===== src/rtl/adder_pkg.sv =====
// Shared types for the pipelined adder: operation select and the result bundle
// carried through the pipeline.
package adder_pkg;

    typedef enum logic {
        OP_ADD = 1'b0,
        OP_SUB = 1'b1
    } op_e;

    // Widest operand the bundle can hold; pipe_adder uses the low WIDTH bits of out.
    localparam int unsigned RES_W_MAX = 128;

    typedef struct packed {
        logic [RES_W_MAX-1:0] out;
        logic                 carry;
        logic                 overflow;
    } res_t;

endpackage


===== src/rtl/pipe_stage.sv =====
// One valid/ready register slice. Loads whenever empty or when downstream
// takes the current word, so bubbles collapse.
module pipe_stage #(
    parameter int unsigned DW = 10
) (
    input  logic          clk_i,
    input  logic          rst_i,
    input  logic          valid_i,
    output logic          ready_o,
    input  logic [DW-1:0] data_i,
    output logic          valid_o,
    input  logic          ready_i,
    output logic [DW-1:0] data_o
);

    logic          valid_q, valid_d;
    logic [DW-1:0] data_q, data_d;
    logic          load;

    always_comb begin
        load    = !valid_q || ready_i;
        valid_d = valid_q;
        data_d  = data_q;
        if (load) begin
            valid_d = valid_i;
            if (valid_i) begin
                data_d = data_i;
            end
        end
    end

    always_ff @(posedge clk_i) begin
        if (rst_i) begin
            valid_q <= 1'b0;
            data_q  <= '0;
        end else begin
            valid_q <= valid_d;
            data_q  <= data_d;
        end
    end

    assign ready_o = load;
    assign valid_o = valid_q;
    assign data_o  = data_q;

endmodule


===== src/rtl/pipe_adder.sv =====
// Pipelined add/subtract with optional signed interpretation and saturation.
// The result is computed before stage 1; later stages only delay it.
module pipe_adder
    import adder_pkg::*;
#(
    parameter int unsigned WIDTH  = 8,
    parameter int unsigned STAGES = 3,
    parameter bit          SIGNED = 1'b0,
    parameter bit          SAT    = 1'b0
) (
    input  logic             clock,
    input  logic             reset,
    input  logic             in_valid,
    output logic             in_ready,
    input  logic [WIDTH-1:0] in1,
    input  logic [WIDTH-1:0] in2,
    input  logic             op,
    output logic             out_valid,
    input  logic             out_ready,
    output logic [WIDTH-1:0] out,
    output logic             carry,
    output logic             overflow,
    output logic [15:0]      txn_count
);

    localparam int unsigned DW = WIDTH + 2;
    localparam logic [WIDTH-1:0] SMAX = {1'b0, {(WIDTH-1){1'b1}}};
    localparam logic [WIDTH-1:0] SMIN = {1'b1, {(WIDTH-1){1'b0}}};

    op_e            op_sel;
    logic [WIDTH:0] sum;
    logic           s_ovf;
    res_t           res;
    logic [DW-1:0]  res_bus;
    logic [15:0]    txn_q, txn_d;

    assign op_sel = op_e'(op);

    always_comb begin
        if (op_sel == OP_SUB) begin
            sum   = {1'b0, in1} - {1'b0, in2};
            s_ovf = (in1[WIDTH-1] != in2[WIDTH-1]) && (sum[WIDTH-1] != in1[WIDTH-1]);
        end else begin
            sum   = {1'b0, in1} + {1'b0, in2};
            s_ovf = (in1[WIDTH-1] == in2[WIDTH-1]) && (sum[WIDTH-1] != in1[WIDTH-1]);
        end

        res                 = '0;
        res.carry           = sum[WIDTH];
        res.overflow        = SIGNED ? s_ovf : sum[WIDTH];
        res.out[WIDTH-1:0]  = sum[WIDTH-1:0];
        // Signed overflow direction always follows in1's sign.
        if (SAT && res.overflow) begin
            if (SIGNED) begin
                res.out[WIDTH-1:0] = in1[WIDTH-1] ? SMIN : SMAX;
            end else begin
                res.out[WIDTH-1:0] = (op_sel == OP_SUB) ? '0 : '1;
            end
        end
    end

    assign res_bus = {res.out[WIDTH-1:0], res.carry, res.overflow};

    logic unused_hi;
    if (WIDTH < RES_W_MAX) begin : g_hi
        assign unused_hi = |res.out[RES_W_MAX-1:WIDTH];
    end else begin : g_nohi
        assign unused_hi = 1'b0;
    end

    for (genvar k = 0; k < STAGES; k++) begin : g_stage
        logic          up_valid, dn_ready, ld, vld;
        logic [DW-1:0] up_data, dat;

        if (k == 0) begin : g_first
            assign up_valid = in_valid;
            assign up_data  = res_bus;
        end else begin : g_chain
            assign up_valid = g_stage[k-1].vld;
            assign up_data  = g_stage[k-1].dat;
        end

        if (k == STAGES - 1) begin : g_last
            assign dn_ready = out_ready;
        end else begin : g_inner
            assign dn_ready = g_stage[k+1].ld;
        end

        pipe_stage #(.DW(DW)) u_stage (
            .clk_i   (clock),
            .rst_i   (reset),
            .valid_i (up_valid),
            .ready_o (ld),
            .data_i  (up_data),
            .valid_o (vld),
            .ready_i (dn_ready),
            .data_o  (dat)
        );
    end

    assign in_ready  = g_stage[0].ld && !reset;
    assign out_valid = g_stage[STAGES-1].vld;
    assign out       = g_stage[STAGES-1].dat[DW-1:2];
    assign carry     = g_stage[STAGES-1].dat[1];
    assign overflow  = g_stage[STAGES-1].dat[0];

    always_comb begin
        txn_d = txn_q;
        if (out_valid && out_ready) begin
            txn_d = txn_q + 16'd1;
        end
    end

    always_ff @(posedge clock) begin
        if (reset) begin
            txn_q <= '0;
        end else begin
            txn_q <= txn_d;
        end
    end

    assign txn_count = txn_q;

endmodule


===== config.mk =====
export PLATFORM = sky130hd
export DESIGN_NAME = pipe_adder
export DESIGN_NICKNAME = d
export VERILOG_FILES = /design/src/rtl/adder_pkg.sv /design/src/rtl/pipe_stage.sv /design/src/rtl/pipe_adder.sv
export SDC_FILE = /design/constraint.sdc
export NUM_CORES = 1
export LEC_CHECK = 0
export CAP_MARGIN = 30
export CORE_MARGIN = 2
export CORE_UTILIZATION = 50
export DETAILED_ROUTE_END_ITERATION = 16
export HOLD_SLACK_MARGIN = 0.02
export PLACE_DENSITY = 0.79
export SLEW_MARGIN = 20
export SYNTH_ARGS = -nofsm -noshare
export SYNTH_HDL_FRONTEND = slang
export SYNTH_SLANG_ARGS = --single-unit

===== constraint.sdc =====
create_clock -name clock -period 2.65 [get_ports clock]
set_input_delay 0.3975 -clock clock [delete_from_list [all_inputs] [get_ports clock]]
set_output_delay 0.3975 -clock clock [all_outputs]
set_load 0.01 [all_outputs]

==> impl_metrics.csv, run 1 <==
group,metric,value,unit
grt,antenna_found_initial,0,
clocking,tritoncts,"yes",
finish,nNetsFinal,361,
yosys,ys_ff_latch,46,
grt,grt_pass1_vias,1790,
timing,maxSlewViolCount,0,
clocking,insertion_delay,0.30,ns
routing,drt_iter0_drc,84,
power,combPwrFrac,16.8,%
floorplan,die_y,71.3,um
power,vdd_drop_max,0.331,mV
placed_design,hpwlAfterDp,3510,um
finish,drive_gt1_share,10.9,%
floorplan,die_x,71.3,um
routing,routed_wl,4620,um
power,swShare,22.4,%
setup_path,cp_top_family,"simple AND/OR/NAND/NOR gates",
yosys,async_flop_share,0,%
yosys,syn_nets,298,
setup_path,cp_slowest_cell,"mux2_2",
clocking,hold_buffers,0,
setup_path,arrival,2.71,ns
power,power_density,529,nW/um2
grt,grt_pass1_wl,7700,um
finish,layout_commonest_cell,"nor2_1",
setup_path,crit_type,"input pin to flop",
finish,finalInstanceArea,3080,um2
yosys,postSynthCellCount,266,
floorplan,start_util,52.0,%
finish,post-route-util,70.8,%
min_path,hp-class,"flop to flop",
outcome,status,"completed",
finish,area_delta_synth_final,36.2,%
floorplan,ios,49,
placed_design,gp_congestion,0.762,
timing,timing.fmax,402,MHz
finish,mostFrequentLayoutCells,"nor2_1, dfxtp_1, clkdlybuf4s50_1",
routing,vias,1988,
power,power_frac_seq,45.0,%
yosys,ys.flop_type,"dfxtp_1",
finish,regArea,921,um2
routing,drt-pass1-iter-count,4,
routing,routedWlPerCell,12.1,um
yosys,avgSynthCellArea,8.51,um2
job,cap_violations,0,
power,power.total,0.00163,W
setup_path,path_cells,"dlygate4sd2_1, inv_1, ha_1, nor3b_4, nor2_1, xnor2_1, ha_1, a21o_1, or3_1, o22ai_2, mux2_2, nor3_1",
clocking,htree_levels,2,
floorplan,core-area,4350,um2
setup_path,slowest_delay,0.34,ns
grt,grt_max_degree,51,
timing,finalCriticalPeriod,2.49,ns
timing,fin_hold_ws,0.457,ns
finish,nFillCells,339,
floorplan,num_rows,24,
setup_path,end_kind,"flop",
power,netSwitchingPower,0.000366,W
setup_path,cp-start-kind,"input pin",
placed_design,dp_cells,373,
timing,worst_pin_slew,0.559,ns
clocking,cts.sinks,46,
yosys,synth_area,2260,um2
setup_path,crit_fanout,4,
yosys,synth.distinct_cells,42,
setup_path,critPathMostFrequentCell,"ha_1",
clocking,clkTransAtPathRegs,0.08,ns
clocking,cts_buffer_depth,2,
floorplan,die_area,5080,um2
timing,finClkSkew,0.00546,ns
timing,finalCritPeriodShare,93.9,%
power,p_int,0.00127,W
grt,gr-usage-all-layers,19.0,%
power,p_clk_share,38.2,%
placed_design,portBuffers,48,
routing,ant_nets,0,
routing,viasPerCell,5.20,
setup_path,worst_ep_required_time,2.87,ns
clocking,root_buffer,"clkbuf_8",
timing,max_slew_margin,62.8,%
timing,final-setup-viol-count,0,
grt,grt-ovfl-total,0,
finish,finalNonFillerCells,382,
yosys,synth_warnings,0,
yosys,synth-edff-count,0,
routing,drc_errors,0,
yosys,yosysSeqAreaShare,40.7,%
finish,antenna_cells,0,
placed_design,place_area,2890,um2
timing,hold_viol,0,
clocking,cts_inserted_buffers,5,
setup_path,worst-path-buf-inv,2,
finish,multi_input_area,1290,um2
power,leakagePower,1.27,nW
==> through the flow <==
stage / worst slack (ns) / TNS, ns
2_1_floorplan: 0.165 / 0
3_3_place_gp: -0.355 / -0.828
3_5_place_dp: -0.463 / -1.15
4_1_cts: 0.00682 / 0
5_1_grt: -0.0170 / -0.0170
6_report: 0.163 / 0
==> state kept, by name, indices dropped and copies added, names as in the netlist <==
| register | cells |
|---|---|
| g_stage.u_stage.data_o | 27 |
| g_stage.u_stage.valid_o | 3 |
| txn_count | 16 |
==> cells in the mapped netlist (2+ instances only) <==
cell      count  area [um2]
ha_1         10         125
clkbuf_1      4        15.0
nand2b_1      3        18.8
xor2_1       11        96.3
nand3_1      19        95.1
o211ai_1      2        15.0
o21a_1        2        15.0
o21ai_0       3        15.0
mux2i_1       9        90.1
buf_2         2        10.0
nor2_1       47         176
nand2_1      19        71.3
mux2_2        2        22.5
nor4b_1       2        17.5
nor3_1        5        25.0
nor3b_1       2        15.0
inv_1         9        33.8
dfxtp_1      46         921
a31oi_1       2        12.5
and3_1        3        18.8
o31ai_1       2        15.0
xnor2_1      12         105
buf_1         3        11.3
or3_1         3        18.8
nand4_1       4        25.0
nor2b_1       3        18.8
a21o_1        2        15.0
a21oi_1      21         105
==> cell families after synthesis <==
family | count (synthesis) | synth area share (%)
buffers and inverters | 20 | 3.92
AOI/OAI and AO/OA | 39 | 10.3
muxes | 11 | 4.98
adders and majority gates | 11 | 6.41
DFF | 46 | 40.7
and+or+nand+nor | 116 | 24.8
xor gates and xnor gates | 23 | 8.90
==> power by group through the flow <==
stage	sequential, W	clock (W)	combinational [W]
after floorplan	0.000744	0	0.000164
after global placement	0.000749	0	0.000261
after detailed placement	0.000750	0	0.000268
after CTS	0.000734	0.000638	0.000270
after global routing	0.000738	0.000662	0.000307
final	0.000735	0.000622	0.000274
==> final cells by class <==
cell class / count / area share [%]
clock inverters: 2 / 1.95
inverters: 9 / 1.10
flip-flops and latches: 46 / 29.9
repair buffers: 67 / 20.4
clock buffers: 6 / 2.68
multi-input cells: 200 / 41.9
well taps: 52 / 2.11
==> layer usage <==
layer  track usage (%)  share of wire, %  routed length, um  vias up
met3              4.64               4.2                193       11
met1              22.5                45               2060      895
met5                 0                 0                  0        -
met2              32.3                49               2260       46
met4              8.81               2.3                107        0
li1                  -                 -                  -     1036
==> worst paths after layout <==
check	start	to	slack, ns	cells after the start
max	in2[0]	g_stage[0].u_stage.data_o[1]	0.16	12
min	g_stage[1].u_stage.data_o[8]	g_stage[1].u_stage.data_o[8]	0.46	2
min reg2reg	g_stage[1].u_stage.data_o[8]	g_stage[1].u_stage.data_o[8]	0.46	2
max reg2reg	g_stage[0].u_stage.valid_o	g_stage[0].u_stage.data_o[1]	0.96	5
==> worst register-to-register path: stages, from the launching register on <==
cell and delay, ns:
dfxtp_1 0.55, and4b_4 0.32, nand2b_4 0.26, nor2_1 0.08, mux2_2 0.26, nor3_1 0.15
==> repair_timing <==
action,in CTS,in global routing
pin swaps,1,2
setup endpoints to repair,1,2
gates resized for setup,3,7
setup buffers,1,0
No activity file was read; power rests on OpenSTA's default activity.
==> inputs of run 2 (changes only) <==
- RECOVER_POWER: unset -> 50
==> run 2 against run 1 <==
Non-clock buffer count did not move. Sequential power hardly changed. Power is essentially flat. Maximum frequency is essentially flat. Clock-buffer cell count did not move. Critical path depth is the same. Sequential share of layout area stayed put. Routed wire length fell by 0.24%. Clock power hardly changed. Combinational power about the same. Via count shrank 0.20%. First-iteration DRC count grew 8.3%.
==> impl_metrics.csv, run 2 (same netlist as run 1, synthesis figures left out) <==
group,metric,value,unit
grt,grt_max_degree,51,
finish,layout_commonest_cell,"nor2_1",
routing,drt-pass1-iter-count,4,
timing,timing.fmax,402,MHz
min_path,hp-class,"flop to flop",
grt,gr-usage-all-layers,19.0,%
clocking,cts.sinks,46,
timing,hold_viol,0,
power,leakagePower,1.35,nW
timing,maxSlewViolCount,0,
setup_path,arrival,2.71,ns
grt,antenna_found_initial,0,
timing,max_slew_margin,62.7,%
routing,ant_nets,0,
job,cap_violations,0,
routing,routedWlPerCell,12.1,um
routing,routed_wl,4610,um
placed_design,gp_congestion,0.762,
clocking,cts_inserted_buffers,5,
routing,viasPerCell,5.19,
routing,vias,1984,
floorplan,core-area,4350,um2
grt,grt_pass1_wl,7700,um
setup_path,end_kind,"flop",
power,swShare,22.4,%
placed_design,hpwlAfterDp,3510,um
power,combPwrFrac,16.8,%
setup_path,crit_type,"input pin to flop",
finish,area_delta_synth_final,36.2,%
setup_path,crit_fanout,4,
power,power_frac_seq,45.1,%
clocking,insertion_delay,0.30,ns
setup_path,worst_ep_required_time,2.87,ns
finish,antenna_cells,0,
floorplan,die_y,71.3,um
timing,finalCriticalPeriod,2.49,ns
timing,final-setup-viol-count,0,
power,p_int,0.00126,W
finish,post-route-util,70.8,%
grt,grt-ovfl-total,0,
floorplan,num_rows,24,
power,power_density,529,nW/um2
floorplan,ios,49,
power,p_clk_share,38.2,%
finish,drive_gt1_share,10.9,%
routing,drt_iter0_drc,91,
clocking,hold_buffers,0,
clocking,clkTransAtPathRegs,0.08,ns
clocking,root_buffer,"clkbuf_8",
power,vdd_drop_max,0.330,mV
finish,largest_reg_flops,27,
timing,finalCritPeriodShare,93.9,%
clocking,tritoncts,"yes",
floorplan,die_area,5080,um2
finish,mostFrequentLayoutCells,"nor2_1, dfxtp_1, dlygate4sd3_1",
floorplan,start_util,52.0,%
timing,worst_pin_slew,0.559,ns
routing,drc_errors,0,
clocking,cts_buffer_depth,2,
finish,nNetsFinal,361,
placed_design,portBuffers,48,
timing,finClkSkew,0.00502,ns
setup_path,cp-start-kind,"input pin",
outcome,status,"completed",
grt,grt_pass1_vias,1790,
timing,fin_tns_setup,0,ns
power,netSwitchingPower,0.000365,W
floorplan,die_x,71.3,um
clocking,htree_levels,2,
[run 2: power by group through the flow]
stage          Combinational [W]  Clock (W)  Sequential, W
2_1_floorplan           0.000164          0       0.000744
3_3_place_gp            0.000261          0       0.000749
3_5_place_dp            0.000268          0       0.000750
4_1_cts                 0.000270   0.000638       0.000734
5_1_grt                 0.000306   0.000662       0.000738
6_report                0.000273   0.000622       0.000734
[run 2: repair_timing]
action | in CTS | in global routing
pin swaps | 1 | 2
setup buffers | 1 | 0
resized for setup | 3 | 7
setup endpoints to repair | 1 | 2
[run 2: per-layer routing]
| metal | routed length (um) | global-route usage (%) | vias up |
|---|---|---|---|
| met5 | 0 | 0 | - |
| met2 | 2260 | 32.3 | 50 |
| met3 | 209 | 4.64 | 11 |
| met1 | 2030 | 22.5 | 887 |
| met4 | 107 | 8.81 | 0 |
| li1 | - | - | 1036 |
[run 2: area by class of cell]
class	count	area, um2
clock inverter	2	60.1
inverter	9	33.8
multi-input combinational	200	1290
tap	52	65.1
timing repair buffer	67	629
fill	339	1270
clock buffer	6	82.6
sequential	46	921
[run 2: worst paths after layout]
| path | from | to | depth (start not counted) | slack (ns) |
|---|---|---|---|---|
| min reg2reg | g_stage[1].u_stage.data_o[8] | g_stage[1].u_stage.data_o[8] | 2 | 0.46 |
| max | in2[0] | g_stage[0].u_stage.data_o[1] | 12 | 0.16 |
| max reg2reg | g_stage[0].u_stage.valid_o | g_stage[0].u_stage.data_o[1] | 5 | 0.97 |
| min | g_stage[1].u_stage.data_o[8] | g_stage[1].u_stage.data_o[8] | 2 | 0.46 |
[run 2: through the flow]
| step | std cells | hold WS [ns] | instance area (um2) | setup WS, ns | total power (W) |
|---|---|---|---|---|---|
| after floorplan | 266 | 0.436 | 2260 | 0.165 | 0.000908 |
| after global placement | 373 | 0.443 | 2890 | -0.355 | 0.00101 |
| after detailed placement | 373 | 0.449 | 2890 | -0.463 | 0.00102 |
| after CTS | 382 | 0.461 | 3050 | 0.00682 | 0.00164 |
| after global routing | 382 | 0.477 | 3080 | -0.0170 | 0.00171 |
| final | 382 | 0.457 | 3080 | 0.163 | 0.00163 |
[run 2: critical path: stages]
cell and delay, ns:
dlygate4sd2_1 0.30, inv_1 0.09, ha_1 0.17, nor3b_4 0.24
nor2_1 0.08, xnor2_1 0.12, ha_1 0.19, a21o_1 0.17
or3_1 0.32, o22ai_2 0.12, mux2_2 0.34, nor3_1 0.15
==> inputs of run 3 (changes only) <==
- CAP_MARGIN: 30 -> 20
- MAX_ROUTING_LAYER: unset -> met4
- SLEW_MARGIN: 20 -> unset
==> run 3 against run 2 <==
Design area did not move. Sequential power hardly changed. Power grew 0.23%. Worst hold slack about the same. Final cell count unchanged. Core utilization stayed put. Highest routed layer unchanged.
==> impl_metrics.csv, run 3 (same netlist as run 1, synthesis figures left out) <==
group,metric,value,unit
setup_path,path_cells,"dlygate4sd2_1, inv_1, ha_1, nor3b_4, nor2_1, xnor2_1, ha_1, a21o_1, or3_1, o22ai_2, mux2_2, nor3_1",
routing,drc_errors,0,
grt,gr-usage-all-layers,19.5,%
grt,antenna_found_initial,0,
timing,finClkSkew,0.00595,ns
setup_path,slowest_delay,0.34,ns
setup_path,critPathMostFrequentCell,"ha_1",
placed_design,portBuffers,48,
setup_path,cp_slowest_cell,"mux2_2",
floorplan,die_x,71.3,um
timing,max_slew_margin,62.7,%
floorplan,die_area,5080,um2
timing,fin_tns_setup,0,ns
routing,vias,2004,
floorplan,core-area,4350,um2
finish,regArea,921,um2
clocking,tritoncts,"yes",
finish,largest_reg_flops,27,
clocking,cts.sinks,46,
setup_path,crit_fanout,4,
timing,worst_pin_slew,0.559,ns
timing,finalCritPeriodShare,94.7,%
timing,maxSlewViolCount,0,
finish,layout_commonest_cell,"nor2_1",
clocking,htree_levels,2,
finish,mostFrequentLayoutCells,"nor2_1, dfxtp_1, dlygate4sd3_1",
grt,grt_pass1_wl,7700,um
power,leakagePower,1.35,nW
floorplan,die_y,71.3,um
clocking,clkTransAtPathRegs,0.08,ns
routing,routed_wl,4650,um
finish,drive_gt1_share,10.9,%
power,power_density,530,nW/um2
routing,drt-pass1-iter-count,4,
power,vdd_drop_max,0.331,mV
setup_path,worst-path-buf-inv,2,
floorplan,ios,49,
timing,final-setup-viol-count,0,
finish,nFillCells,339,
floorplan,num_rows,24,
finish,nNetsFinal,361,
routing,viasPerCell,5.25,
min_path,hp-class,"flop to flop",
setup_path,cp_top_family,"simple AND/OR/NAND/NOR gates",
finish,area_delta_synth_final,36.2,%
grt,grt_pass1_vias,1791,
grt,grt-ovfl-total,0,
clocking,root_buffer,"clkbuf_8",
routing,ant_nets,0,
timing,hold_viol,0,
grt,grt_max_degree,51,
finish,post-route-util,70.8,%
setup_path,worst_ep_required_time,2.87,ns
routing,routedWlPerCell,12.2,um
timing,timing.fmax,398,MHz
placed_design,hpwlAfterDp,3510,um
setup_path,arrival,2.73,ns
clocking,cts_buffer_depth,2,
clocking,insertion_delay,0.30,ns
clocking,cts_inserted_buffers,5,
outcome,status,"completed",
floorplan,start_util,52.0,%
placed_design,gp_congestion,0.772,
finish,antenna_cells,0,
timing,finalCriticalPeriod,2.51,ns
setup_path,cp-start-kind,"input pin",
routing,drt_iter0_drc,92,
setup_path,end_kind,"flop",
setup_path,crit_type,"input pin to flop",
job,cap_violations,0,
finish,multi_input_area,1290,um2
## run 3: cell counts in the layout (fill, tap and decap cells not counted)
Identical to the previous run, type by type.
## run 3: what timing repair did
action | 4_1_cts | 5_1_grt
pin swaps | 1 | 2
resized for setup | 3 | 7
hold buffers | 0 | 0
setup endpoints to repair | 1 | 2
setup buffers | 1 | 0
gates cloned | 0 | 0
## run 3: through the flow
stage          cells  cell area, um2  power [W]  hold WS [ns]  setup slack, ns
6_report         382            3080    0.00163         0.457            0.141
5_1_grt          382            3080    0.00171         0.477          -0.0312
4_1_cts          382            3050    0.00164         0.461          0.00682
3_5_place_dp     373            2890    0.00102         0.449           -0.463
3_3_place_gp     373            2890    0.00101         0.443           -0.355
2_1_floorplan    266            2260   0.000908         0.436            0.165
## run 3: worst paths after layout
check,start,end,slack (ns),cells after the start
setup / recovery,in2[0],g_stage[0].u_stage.data_o[1],0.14,12
hold / removal,g_stage[1].u_stage.data_o[8],g_stage[1].u_stage.data_o[8],0.46,2
setup reg to reg,g_stage[0].u_stage.valid_o,g_stage[0].u_stage.data_o[1],0.96,5
hold reg to reg,g_stage[1].u_stage.data_o[8],g_stage[1].u_stage.data_o[8],0.46,2
## run 3: area by class of cell
type,count,area share [%]
multi-input cells,200,41.9
flip-flops and latches,46,29.9
repair buffers,67,20.4
clock buffers,6,2.68
well taps,52,2.11
clock inverters,2,1.95
inverters,9,1.10
## run 3: tightest hold or removal path: stages (launching register included)
cell     delay (ns)
dfxtp_1        0.32
nand2_1        0.05
a21oi_1        0.05
## run 3: where the power goes
group          leakage [nW]  internal [W]  switching, W
clock network        0.0714      0.000402      0.000224
registers             0.373      0.000716     0.0000181
logic                 0.906      0.000146      0.000127
## run 3: routing by layer
metal | GRT usage, % | up-vias | share of wire (%)
li1 | - | 1036 | -
met1 | 22.5 | 902 | 43
met2 | 32.3 | 55 | 49
met3 | 4.64 | 11 | 5.4
met4 | 8.81 | 0 | 2.2
met5 | - | - | 0
